<file path="config.mk">
export PLATFORM = sky130hd
export DESIGN_NAME = button_debouncer
export DESIGN_NICKNAME = d
export VERILOG_FILES = /design/src/rtl/button_debouncer_pkg.sv /design/src/rtl/button_debouncer_fsm.sv /design/src/rtl/button_debouncer.sv
export SDC_FILE = /design/constraint.sdc
export NUM_CORES = 1
export LEC_CHECK = 0
export CELL_PAD_IN_SITES_DETAIL_PLACEMENT = 0
export CELL_PAD_IN_SITES_GLOBAL_PLACEMENT = 1
export CORE_ASPECT_RATIO = 1.4
export CORE_MARGIN = 2
export CORE_UTILIZATION = 40
export CTS_CLUSTER_DIAMETER = 60
export DETAILED_ROUTE_END_ITERATION = 10
export PLACE_DENSITY = 0.87
export SETUP_SLACK_MARGIN = 0.05
export SLEW_MARGIN = 20
export SYNTH_ARGS = -nofsm -noshare
export SYNTH_HDL_FRONTEND = slang
export SYNTH_SLANG_ARGS = --single-unit
</file>
<file path="constraint.sdc">
create_clock -name clock1KHz -period 1.9 [get_ports clock1KHz]
set_clock_uncertainty 0.05 [all_clocks]
set_input_delay 0.38 -clock clock1KHz [delete_from_list [all_inputs] [get_ports clock1KHz]]
set_output_delay 0.38 -clock clock1KHz [all_outputs]
set_load 0.01 [all_outputs]
</file>
<file path="src/rtl/button_debouncer_pkg.sv">
// ---------------------------------------------------------------------------
// button_debouncer_pkg
// Shared definitions for the two-button debouncer:
//   - btn_fsm_state_e : per-button debounce FSM encoding (2-bit)
//   - DEBOUNCE_MS_DEFAULT : default stability window in clock1KHz cycles
//   - STATUS_*_LSB : bit positions of the fields in the 16-bit status word
// ---------------------------------------------------------------------------
package button_debouncer_pkg;

    // The encoding is chosen so that bit 1 is set exactly in the two states
    // where the button counts as pressed. The debounced level is then the
    // state register's MSB, with no extra decode logic.
    typedef enum logic [1:0] {
        RELEASED     = 2'b00,
        PRESS_PEND   = 2'b01,
        PRESSED      = 2'b10,
        RELEASE_PEND = 2'b11
    } btn_fsm_state_e;

    localparam int DEBOUNCE_MS_DEFAULT = 20;

    // Status word layout: {cnt1, cnt0, 4'b0000, btn_press[1:0], btn_state[1:0]}
    localparam int STATUS_STATE_LSB = 0;
    localparam int STATUS_PRESS_LSB = 2;
    localparam int STATUS_CNT0_LSB  = 8;
    localparam int STATUS_CNT1_LSB  = 12;

endpackage

</file>
<file path="src/rtl/button_debouncer_fsm.sv">
// ---------------------------------------------------------------------------
// btn_debounce_fsm
// Debouncer for one button. It synchronizes the raw level and runs the
// RELEASED / PRESS_PEND / PRESSED / RELEASE_PEND FSM with a stability counter.
// Ports:
//   clock1KHz   : 1 kHz scan clock, rising edge
//   RAMclr      : asynchronous active-high reset
//   btn         : raw button level, active-high (already inverted), asynchronous
//   btn_state   : debounced level, 1 = pressed (registered)
//   press_pulse : one-cycle strobe, high during the cycle whose rising edge
//                 completes PRESS_PEND -> PRESSED
// ---------------------------------------------------------------------------
module btn_debounce_fsm
    import button_debouncer_pkg::*;
#(
    parameter int DEBOUNCE_MS = DEBOUNCE_MS_DEFAULT
) (
    input  logic clock1KHz,
    input  logic RAMclr,
    input  logic btn,
    output logic btn_state,
    output logic press_pulse
);

    localparam logic [4:0] CNT_LAST = 5'(DEBOUNCE_MS - 1);

    logic [1:0]     sync;
    logic           level;
    btn_fsm_state_e state, state_nxt;
    logic [4:0]     cnt, cnt_nxt;

    // Two-flop synchronizer. The raw button is asynchronous to the scan clock,
    // so nothing downstream may look at it before the second flop.
    always_ff @(posedge clock1KHz or posedge RAMclr) begin
        if (RAMclr) begin
            sync <= 2'b00;
        end else begin
            sync <= {sync[0], btn};
        end
    end

    assign level = sync[1];

    // State and stability counter registers. Reset drops any debounce that is
    // in progress, so a button that is still held starts again from RELEASED.
    always_ff @(posedge clock1KHz or posedge RAMclr) begin
        if (RAMclr) begin
            state <= RELEASED;
            cnt   <= 5'd0;
        end else begin
            state <= state_nxt;
            cnt   <= cnt_nxt;
        end
    end

    // Next-state logic. In each pending state, a level that flips back returns
    // to the stable state at once. A level that holds for DEBOUNCE_MS counts is
    // accepted. The press strobe is raised on the accepting transition so that
    // the top can set its flag and counter on the same edge.
    always_comb begin
        state_nxt   = state;
        cnt_nxt     = cnt;
        press_pulse = 1'b0;
        case (state)
            RELEASED: begin
                if (level) begin
                    state_nxt = PRESS_PEND;
                    cnt_nxt   = 5'd0;
                end
            end
            PRESS_PEND: begin
                if (!level) begin
                    state_nxt = RELEASED;
                end else if (cnt == CNT_LAST) begin
                    state_nxt   = PRESSED;
                    press_pulse = 1'b1;
                end else begin
                    cnt_nxt = cnt + 5'd1;
                end
            end
            PRESSED: begin
                if (!level) begin
                    state_nxt = RELEASE_PEND;
                    cnt_nxt   = 5'd0;
                end
            end
            RELEASE_PEND: begin
                if (level) begin
                    state_nxt = PRESSED;
                end else if (cnt == CNT_LAST) begin
                    state_nxt = RELEASED;
                end else begin
                    cnt_nxt = cnt + 5'd1;
                end
            end
            default: begin
                state_nxt = RELEASED;
                cnt_nxt   = 5'd0;
            end
        endcase
    end

    assign btn_state = state[1];

endmodule

</file>
<file path="src/rtl/button_debouncer.sv">
// ---------------------------------------------------------------------------
// button_debouncer
// Two-button debouncer for the CPU button RAM slot. Each button has a sticky
// press flag and a 4-bit press counter. The press flags are cleared through a
// toggle handshake that comes from a foreign clock domain.
// Ports:
//   clock1KHz : 1 kHz scan clock, rising edge
//   RAMclr    : asynchronous active-high reset
//   btn_n     : [1:0] raw buttons, active-low, asynchronous
//   clr_tgl   : clear request; the consumer toggles it once per request
//   clr_ack   : equals the synchronized clr_tgl after the clear is done
//   btn_state : [1:0] debounced level, 1 = pressed
//   btn_press : [1:0] sticky press-event flags
//   status    : {cnt1, cnt0, 4'b0000, btn_press, btn_state}
// ---------------------------------------------------------------------------
module button_debouncer
    import button_debouncer_pkg::*;
#(
    parameter int DEBOUNCE_MS = DEBOUNCE_MS_DEFAULT
) (
    input  logic        clock1KHz,
    input  logic        RAMclr,
    input  logic [1:0]  btn_n,
    input  logic        clr_tgl,
    output logic        clr_ack,
    output logic [1:0]  btn_state,
    output logic [1:0]  btn_press,
    output logic [15:0] status
);

    logic [1:0]      btn_raw;
    logic [1:0]      press_pulse;
    logic [1:0][3:0] press_cnt;
    logic [1:0]      clr_sync;
    logic            clr_prev;
    logic            clear_evt;

    assign btn_raw = ~btn_n;

    // One debouncer per button. Each one owns its synchronizer and FSM.
    for (genvar i = 0; i < 2; i++) begin : g_btn
        btn_debounce_fsm #(
            .DEBOUNCE_MS (DEBOUNCE_MS)
        ) u_fsm (
            .clock1KHz   (clock1KHz),
            .RAMclr      (RAMclr),
            .btn         (btn_raw[i]),
            .btn_state   (btn_state[i]),
            .press_pulse (press_pulse[i])
        );
    end

    // Clear handshake. clr_tgl passes through two flops. A third flop holds
    // the previous synchronized value, so any toggle gives exactly one cycle
    // of mismatch. Because the previous-value flop resets to 0, a consumer
    // that holds clr_tgl=1 through reset sees one clear after reset.
    always_ff @(posedge clock1KHz or posedge RAMclr) begin
        if (RAMclr) begin
            clr_sync <= 2'b00;
            clr_prev <= 1'b0;
            clr_ack  <= 1'b0;
        end else begin
            clr_sync <= {clr_sync[0], clr_tgl};
            clr_prev <= clr_sync[1];
            if (clear_evt) begin
                clr_ack <= clr_sync[1];
            end
        end
    end

    assign clear_evt = clr_sync[1] ^ clr_prev;

    // Sticky press flags and press counters. A press that completes on the
    // same edge as a clear keeps its flag set, so that press event is not lost.
    // The counters ignore clears and wrap from 15 to 0.
    always_ff @(posedge clock1KHz or posedge RAMclr) begin
        if (RAMclr) begin
            btn_press <= 2'b00;
            press_cnt <= '0;
        end else begin
            for (int i = 0; i < 2; i++) begin
                if (press_pulse[i]) begin
                    btn_press[i] <= 1'b1;
                    press_cnt[i] <= press_cnt[i] + 4'd1;
                end else if (clear_evt) begin
                    btn_press[i] <= 1'b0;
                end
            end
        end
    end

    // The status word is built only from register outputs, so it settles
    // right after each edge and drops to zero at once on reset.
    always_comb begin
        status = 16'h0000;
        status[STATUS_STATE_LSB +: 2] = btn_state;
        status[STATUS_PRESS_LSB +: 2] = btn_press;
        status[STATUS_CNT0_LSB  +: 4] = press_cnt[0];
        status[STATUS_CNT1_LSB  +: 4] = press_cnt[1];
    end

endmodule

</file>
==> summary.md <==
| Metric | Value |
|---|---|
| Max Slew Vio Count | 0 |
| Clock latency on the worst-skew pair | 280 ps |
| Final period util | 91.53% |
| Register area | 800.8 sq um |
| CTS Hold Bufs | 0 |
| CP top delay family | buffers and inverters |
| Slowest stage delay, CP | 580 ps |
| Die height | 76.55 microns |
| Filler Cells Inserted | 335 |
| Vias in the first global route | 1094 |
| Post-CTS setup buffer count | 0 |
| FMAX | 575.0 MHz |
| Critical path buffers and inverters | 1 |
| Clock power frac | 39.0% |
| CTS Buf Count | 5 |
| Cells after Synth | 139 |
| RSZ-0062 raised after global routing | false |
| Core box area | 0.003643 sq mm |
| Final HPWL DP | 1926 microns |
| GR Overflow Total | 0 |
| Root Buffer | clkbuf_8 |
| Antenna fix cells | 0 |
| Post-CTS sizing | 0 |
| P_sw | 0.0003307 W |
| Top-count cell post-synth | dfrtp_1 |
| Ports | 26 |
| CP max FO | 6 |
| CP Launch Type | flip-flop |
| Seq cells post-synth | 32 |
| First-pass detailed-route iteration total | 4 |
| Arr. time, crit path | 1310 ps |
| Vias/cell | 5.127 |
| Critical path cell sequence | clkdlybuf4s50_1 |
| Post-Syn Area per Cell | 10.82 sq um |
| Layout cells sized above 1 | 12.35% |
| CTS sink cnt | 32 |
| Initial antenna violation count | 0 |
| Least-Margin Pin Slew | 753.6 ps |
| Fraction of registers with async set/reset | 100.0% |
| CTS tree | built |
| Number of port buffers | 21 |
| Hold slack | 300.9 ps |
| Detail Route Antenna Nets | 0 |
| CP Data Required Time | 1470 ps |
| Internal | 0.001042 W |
| DP Area | 0.001719 sq mm |
| PwrDens | 757.7 mW/mm^2 |
| Most frequent cells after synthesis | 32 x dfrtp_1, 18 x nand3_1, 10 x buf_4, 10 x nand2_1 |
| Setup CP Type | reg -> out |
| Pin count of the biggest net entering global routing | 33 |
| Synth area leader | dfrtp_1 |
| Synth warn | 0 |
| Rows | 26 |
| Clk buf depth | 2 |
| First-pass GRT wire length | 4988 microns |
| Wire per inst | 13.24 microns |
| Yosys cell types | 30 |
| Vias | 1046 |
| Final Net Count | 170 |
| Seq pwr share | 54.0% |
| MaxCap Viol Count | 0 |
| Total Routing Usage GR | 14.71% |
| Path category of the worst min-delay check | reg -> reg |
| Post-route cell area | 0.001812 sq mm |
| Largest cells by area after synthesis | dfrtp_1 53%, nand3_1 6.0%, buf_4 5.0% |
| Flop2flop setup slack | 210 ps |
| WL final | 2700 microns |
| Setup TNS | 0 ps |
| CP max-delay cell | clkdlybuf4s50_1 |
| Multi-input logic area | 599.3 sq um |
| Max_slew headroom | 49.40% |
| Sequential area share after synthesis | 53.24% |
| Fin crit period | 1739 ps |
| EDFF count, synth | 0 |
| Final Hold Viols | 0 |
| Synth Cell Area | 0.001504 sq mm |
| # DRC | 0 |
| Die Area | 0.004273 sq mm |
| Share of the synthesized area in the top cell type | 53.24% |
| Die width | 55.82 microns |
| Dominant register cell in the synthesized netlist | dfrtp_1 |
| Sw frac | 24.09% |
| Initial DRC count | 25 |
| Final setup viols | 0 |
| Combinational Power Share | 7.0% |
| LEAKAGE | 0.8616 nW |
| Area delta synth->final | 20.47% |
| Status | completed |
| Htree depth | 2 |
| Peak supply drop | 0.4433 mV |
| Setup crit end kind | output port |
| Initial core utilization | 41.28% |
| Clk slew on worst S/H paths | 60 ps |
| Final RePlAce weighted congestion | 0.8242 |
-- layout by cell type, fill, tap and decap left out --
| cell type | n |
|---|---|
| a21o_1 | 2 |
| a21oi_1 | 3 |
| and4bb_2 | 2 |
| buf_4 | 4 |
| clkbuf_8 | 6 |
| clkdlybuf4s50_1 | 21 |
| clkinv_2 | 2 |
| conb_1 | 4 |
| dfrtp_1 | 32 |
| ha_1 | 4 |
| inv_1 | 7 |
| mux2_2 | 4 |
| nand2_1 | 10 |
| nand2b_1 | 2 |
| nand3_1 | 18 |
| nand3b_1 | 3 |
| nand4_1 | 2 |
| nand4b_1 | 1 |
| nand4bb_1 | 1 |
| nor2_1 | 4 |
| nor2b_1 | 3 |
| nor3_1 | 2 |
| nor3_2 | 1 |
| nor4_1 | 2 |
| o21ai_0 | 5 |
| o31ai_1 | 1 |
| or3_1 | 2 |
| or4b_1 | 3 |
| or4b_2 | 1 |
| xnor2_1 | 3 |
| xor2_1 | 7 |
-- logic make-up (layout without fill, tap and decap cells) --
kind of cell             Yosys count  in the layout  synth area share [%]
AO/OA/AOI/OAI                     11             11                 4.159
XOR/XNOR                          10             10                 5.824
adder cells (fa/ha/maj)            4              4                 3.328
buffers and inverters             20             40                 7.654
flip-flops                        32             32                 53.24
multiplexers                       4              4                 2.995
other                              1              4                0.2493
AND/OR/NAND/NOR                   57             57                 22.55
-- layout make-up --
class	instances	area share [%]
clock inverters	2	0.5525
flip-flops and latches	32	44.20
multi-input cells	90	33.08
repair buffers	25	13.26
inverters	7	1.450
well taps	42	2.901
clock buffers	6	4.558
-- layer usage --
layer  share of wire (%)  up-vias  GRT usage, %
met2                  52       24         23.93
met4                 2.0        0         7.857
met3                 4.1        5         3.226
li1                    -      511             -
met5                   0        -             0
met1                  42      506         18.01
-- power groups by stage --
stage	sequential [W]	clock, W	combinational (W)
finish	0.000741	0.000535	0.0000966
global route	0.000746	0.000589	0.000112
CTS	0.000740	0.000554	0.0000982
detailed placement	0.000753	0	0.0000976
global placement	0.000750	0	0.0000947
floorplan	0.000745	0	0.0000748
-- final timing paths --
kind | from | to | depth (start not counted)
max | flip-flop | status[1] | 1
min | g_btn[1].u_fsm.sync[0] | g_btn[1].u_fsm.sync[1] | 0
max reg2reg | g_btn[0].u_fsm.cnt[0] | g_btn[0].u_fsm.cnt[0] | 4
min reg2reg | g_btn[1].u_fsm.sync[0] | g_btn[1].u_fsm.sync[1] | 0
max in group asynchronous | RAMclr | g_btn[0].u_fsm.state[0] | 3
min in group asynchronous | RAMclr | g_btn[1].u_fsm.cnt[1] | 3
-- flip-flops by register name (all words and copies together) (netlist names), named ones only --
name and count:
status 8, clr_ack 1, g_btn.u_fsm.state 2, g_btn.u_fsm.sync 4
clr_sync 2, btn_press 2, g_btn.u_fsm.cnt 10, clr_prev 1
-- metrics by stage --
| step | worst slack [ps] | instances | power, W | utilization (%) |
|---|---|---|---|---|
| floorplan | 325.8 | 142 | 0.0008194 | - |
| global placement | 286.8 | 196 | 0.0008449 | 47.18 |
| detailed placement | 225.2 | 196 | 0.0008509 | 47.18 |
| CTS | 141.2 | 204 | 0.001393 | 49.73 |
| global route | 79.13 | 204 | 0.001447 | 49.73 |
| finish | 160.9 | 204 | 0.001373 | 49.73 |
No activity file was read; power rests on OpenSTA's default activity.
